File: src/rtl/wshb_rr_arbiter.sv
// rtl/wshb_rr_arbiter.sv - round-robin Wishbone master arbiter with ack-count preemption
module wshb_rr_arbiter #(
    parameter int NB_MASTERS = 2,
    parameter int QUANTUM    = 64
) (
    input  logic                          clk,
    input  logic                          rst,
    input  logic [NB_MASTERS-1:0]         cyc_i,
    input  logic                          ack_i,
    output logic [NB_MASTERS-1:0]         gnt_o,
    output logic [$clog2(NB_MASTERS)-1:0] gnt_idx_o,
    output logic                          busy_o
);

    localparam int IW = $clog2(NB_MASTERS);
    localparam int CW = (QUANTUM > 0) ? $clog2(QUANTUM + 1) : 1;
    localparam logic [CW-1:0] QMAX = CW'(QUANTUM);
    localparam logic [CW-1:0] QM1  = CW'((QUANTUM > 0) ? QUANTUM - 1 : 0);
    localparam logic [IW-1:0] LAST_RST = IW'(NB_MASTERS - 1);

    typedef enum logic {
        ST_IDLE,
        ST_GRANT
    } state_t;

    state_t                  state_q, state_d;
    logic [NB_MASTERS-1:0]   gnt_q, gnt_d;
    logic [IW-1:0]           idx_q, idx_d;
    logic [IW-1:0]           last_q, last_d;
    logic [CW-1:0]           ack_cnt_q, ack_cnt_d;

    logic [IW-1:0]           ref_idx;
    logic [IW-1:0]           win_idx;
    logic                    win_found;
    logic [NB_MASTERS-1:0]   win_onehot;
    logic                    others;
    logic                    release_req;
    logic                    preempt_req;
    int                      j;

    // Round-robin search starting just after the reference index, wrapping around.
    always_comb begin
        ref_idx    = (state_q == ST_IDLE) ? last_q : idx_q;
        win_found  = 1'b0;
        win_idx    = '0;
        j          = 0;
        for (int i = 1; i <= NB_MASTERS; i++) begin
            j = int'(ref_idx) + i;
            if (j >= NB_MASTERS) begin
                j = j - NB_MASTERS;
            end
            if (!win_found && cyc_i[j]) begin
                win_found = 1'b1;
                win_idx   = IW'(j);
            end
        end
        win_onehot          = '0;
        win_onehot[win_idx] = 1'b1;
    end

    always_comb begin
        others      = |(cyc_i & ~gnt_q);
        release_req = !cyc_i[idx_q];
        preempt_req = (QUANTUM != 0) && (ack_cnt_q >= QM1) && ack_i && others;
    end

    always_comb begin
        state_d   = state_q;
        gnt_d     = gnt_q;
        idx_d     = idx_q;
        last_d    = last_q;
        ack_cnt_d = ack_cnt_q;
        case (state_q)
            ST_IDLE: begin
                if (win_found) begin
                    state_d   = ST_GRANT;
                    gnt_d     = win_onehot;
                    idx_d     = win_idx;
                    ack_cnt_d = '0;
                end
            end
            ST_GRANT: begin
                if ((release_req || preempt_req) && others) begin
                    gnt_d     = win_onehot;
                    idx_d     = win_idx;
                    last_d    = idx_q;
                    ack_cnt_d = '0;
                end else if (release_req) begin
                    state_d   = ST_IDLE;
                    gnt_d     = '0;
                    last_d    = idx_q;
                    ack_cnt_d = '0;
                end else if (ack_i && (ack_cnt_q != QMAX)) begin
                    ack_cnt_d = ack_cnt_q + 1'b1;
                end
            end
            default: begin
                state_d = ST_IDLE;
                gnt_d   = '0;
            end
        endcase
    end

    always_ff @(posedge clk or posedge rst) begin
        if (rst) begin
            state_q   <= ST_IDLE;
            gnt_q     <= '0;
            idx_q     <= '0;
            last_q    <= LAST_RST;
            ack_cnt_q <= '0;
        end else begin
            state_q   <= state_d;
            gnt_q     <= gnt_d;
            idx_q     <= idx_d;
            last_q    <= last_d;
            ack_cnt_q <= ack_cnt_d;
        end
    end

    assign gnt_o     = gnt_q;
    assign gnt_idx_o = idx_q;
    assign busy_o    = (state_q == ST_GRANT);

endmodule
File: config.mk
export PLATFORM = sky130hd
export DESIGN_NAME = wshb_rr_arbiter
export DESIGN_NICKNAME = d
export VERILOG_FILES = /design/src/rtl/wshb_rr_arbiter.sv
export SDC_FILE = /design/constraint.sdc
export NUM_CORES = 1
export LEC_CHECK = 0
export CAP_MARGIN = 15
export CORE_ASPECT_RATIO = 1.2
export CORE_MARGIN = 3
export CORE_UTILIZATION = 35
export CTS_CLUSTER_SIZE = 10
export DETAILED_ROUTE_END_ITERATION = 12
export GPL_TIMING_DRIVEN = 1
export SYNTH_ARGS = -nofsm -noshare
export SYNTH_HDL_FRONTEND = slang
export SYNTH_SLANG_ARGS = --single-unit
File: constraint.sdc
create_clock -name clk -period 3.4 [get_ports clk]
set_clock_uncertainty 0.15 [all_clocks]
set_input_delay 0.34 -clock clk [delete_from_list [all_inputs] [get_ports clk]]
set_output_delay 0.34 -clock clk [all_outputs]
set_load 0.02 [all_outputs]
==> summary.md <==
| Metric | Value |
|---|---|
| Outcome | `complete, no violations` |
| Number of buffers and inverters on the critical path | `1` |
| Pwr Total | `0.000566 W` |
| Layout cell share with drive strength beyond 1 | `0.0778` |
| Most frequent cells in the layout | `inv_1 (12), dfrtp_1 (11), clkdlybuf4s50_1 (8)` |
| Core footprint | `2090 um^2` |
| # hold bufs at CTS | `0` |
| Internal power | `0.000346 W` |
| Max Freq | `0.414 GHz` |
| Sink Count | `12` |
| Cell taking the most area after synthesis | `dfrtp_1` |
| Commonest non-fill, non-tap cell in the layout | `inv_1` |
| Clk pwr share | `0.204` |
| Global-route wire length before repair | `2930 um` |
| Final count of hold timing violations | `0` |
| Post-synthesis compound-gate area fraction | `0.341` |
| Simple-gate portion of the synthesized area | `0.0813` |
| HPWL Detailed | `1260 um` |
| Tmin final | `2.41 ns` |
| Worst-path clk slew | `0.08 ns` |
| GRT Resource Usage Total | `0.136` |
| Root Buffer | `clkbuf_4` |
| Yosys top cell area share | `0.351` |
| VDD IR-drop max | `0.300 mV` |
| Layout Cells excl Fill | `120` |
| Synth warnings | `0` |
| Worst path arrival time | `2.42 ns` |
| I/O pin total | `9` |
| Net Sw Power | `0.000221 W` |
| Fin nets | `98` |
| Initial DRC count | `23` |
| Final wirelength | `1760 um` |
| Setup tns final | `0 ns` |
| N_diodes | `0` |
| Sequential share of power | `0.393` |
| TritonCTS clock tree | `built` |
| Largest family of logic cells by synthesized area | `compound AO/OA/AOI/OAI gates` |
| Remaining Overflow, GRT | `0` |
| Htree depth | `1` |
| Syn Inst Count | `82` |
| Wire per inst | `14.7 um` |
| DRC Markers | `0` |
| Max-cap violations | `0` |
| Die area | `2850 um^2` |
| Hold Crit Class | `in2async` |
| WHS | `0.219 ns` |
| Pwr/cell area | `616 nW/um^2` |
| Delay-heaviest family, CP | `compound AO/OA/AOI/OAI gates` |
| Mapped Area | `785 um^2` |
| P&R area growth vs syn | `17.2%` |
| # rows | `18` |
| Worst Max-Slew Pin Slew | `0.894 ns` |
| Pleak | `0.374 nW` |
| Dpl cells | `116` |
| Clock Latency Late Sink | `0.27 ns` |
| Mux share of post-synthesis cell area | `0.0574` |
| Part of the power in combinational logic | `0.403` |
| Tcrit/Tclk final | `0.710` |
| Crit-path slowest cell | `a22oi_1` |
| Post-synth net total | `89` |
| #FFs+latches synth | `12` |
| Max Slew Vio Count | `0` |
| Initial antenna violation count | `0` |
| Crit-path max FO | `12` |
| Post-CTS Resized | `0` |
| Worst reg-to-reg setup slack | `1.11 ns` |
| Crit-path max cell delay | `0.77 ns` |
| CP Cell Sequence | `clkdlybuf4s50_1 -> a22oi_1 -> o211ai_1 -> o311ai_0` |
| Chip width | `49.2 um` |
| Synth Area in XOR/XNOR | `0.0223` |
| Routed Antenna Nets | `0` |
| Syn_area_per_cell | `9.57 um^2` |
| WS Path Type | `in2reg` |
| Worst Setup Start Kind | `input port` |
| TritonCTS buffer count | `3` |
| Max_slew headroom | `0.404` |
| Via-to-Cell Ratio | `6.03` |
| Sequential-to-total area share from yosys stat | `0.384` |
| Net Sw Frac | `0.390` |
| Adder-cell share of the synthesized area | `0.0319` |
| Synth area leaders | `dfrtp_1 (35%), inv_1 (5.7%), o2111ai_1 (5.6%)` |
| Crit path required time | `3.41 ns` |
| Nature of the critical path endpoint | `flip-flop` |
| Setup violations, final | `0` |
| Die Y | `57.9 um` |
| Clock buffer depth | `2` |
| Unrepaired setup endpoints after global routing | `false` |
| Largest net degree at the start of global routing | `13` |
| Routed vias | `723` |
| PortBufs | `8` |
| Routability Congestion | `0.802` |
| Initial Util | `0.375` |
| Synth unique cells | `40` |
| DRT Pass-1 Iters | `4` |
| Setup bufs post-CTS | `0` |
| Vias in the first global route | `650` |
[kinds of logic (layout without fill, tap and decap cells)]
kind of cell    count (synthesis)  after routing
xor+xnor                        2              2
flops                          12             12
compound gates                 34             34
fa+ha+maj                       2              2
simple gates                   12             12
buf+inv                        16             24
mux                             4              4
[path summary, 6_finish.rpt]
path                              start  cells past startpoint      endpoint
min                                 rst                      2  ack_cnt_q[3]
min reg2reg                      last_q                      2        last_q
min in group clk                 last_q                      2        last_q
max                            cyc_i[0]                      4  ack_cnt_q[5]
max reg2reg                ack_cnt_q[0]                      5  ack_cnt_q[5]
max in group asynchronous           rst                      2        last_q
[flip-flops by register name (all words and copies together), names as in the netlist]
signal and flops:
ack_cnt_q 7, gnt_idx_o 1, last_q 1, gnt_o 2, busy_o 1
[power groups by stage]
| stage | clock (W) | combinational [W] | sequential (W) |
|---|---|---|---|
| floorplan | 0 | 0.000149 | 0.000228 |
| global placement | 0 | 0.000223 | 0.000225 |
| detailed placement | 0 | 0.000227 | 0.000225 |
| CTS | 0.000120 | 0.000229 | 0.000222 |
| global route | 0.000128 | 0.000249 | 0.000230 |
| finish | 0.000116 | 0.000228 | 0.000222 |
[metrics by stage]
stage / area, um^2 / util / worst slack (ns)
floorplan: 785 / - / 1.44
global placement: 883 / 0.422 / 0.829
detailed placement: 883 / 0.422 / 0.728
CTS: 920 / 0.439 / 1.01
global route: 920 / 0.439 / 0.678
finish: 920 / 0.439 / 0.985
[cell usage after synthesis]
| library cell | instances |
|---|---|
| a211o_1 | 1 |
| a21o_1 | 2 |
| a21oi_1 | 3 |
| a221o_1 | 1 |
| a221oi_1 | 1 |
| a22oi_1 | 2 |
| a311o_1 | 1 |
| a311oi_1 | 1 |
| a32o_1 | 1 |
| a41oi_1 | 1 |
| and3_1 | 1 |
| buf_2 | 2 |
| clkbuf_1 | 1 |
| clkbuf_2 | 1 |
| dfrtp_1 | 11 |
| dfstp_2 | 1 |
| ha_1 | 2 |
| inv_1 | 12 |
| mux2_1 | 1 |
| mux2i_1 | 2 |
| mux2i_2 | 1 |
| nand2_1 | 1 |
| nand2b_1 | 1 |
| nand3_1 | 4 |
| nand4_1 | 1 |
| nor2_1 | 1 |
| nor2_2 | 1 |
| nor3_1 | 1 |
| nor4_1 | 1 |
| o2111ai_1 | 5 |
| o211a_1 | 1 |
| o211ai_1 | 5 |
| o21a_1 | 1 |
| o21ai_0 | 2 |
| o21bai_1 | 1 |
| o221ai_1 | 1 |
| o22ai_1 | 1 |
| o2bb2ai_1 | 2 |
| o311ai_0 | 1 |
| xor2_1 | 2 |
[final cells by class]
type	instances	area (um^2)
Sequential cell	12	302
Inverter	12	45.0
Tap cell	30	37.5
Multi-Input combinational cell	54	419
Clock buffer	4	36.3
Fill cell	215	1170
Timing Repair Buffer	8	80.1
[routing by layer]
metal,global-route usage,routed length (um),up-vias
met2,0.218,878,24
li1,-,-,336
met1,0.161,756,359
met4,0.0813,33,0
met3,0.0386,91,4
met5,0,0,-
[worst reg2reg max path: stages (launching register included)]
cell	delay [ns]
dfrtp_1	0.45
ha_1	0.30
a21oi_1	0.06
a211o_1	0.45
o211ai_1	0.52
o311ai_0	0.20
Note: power is estimated with default switching activity, not from simulation.
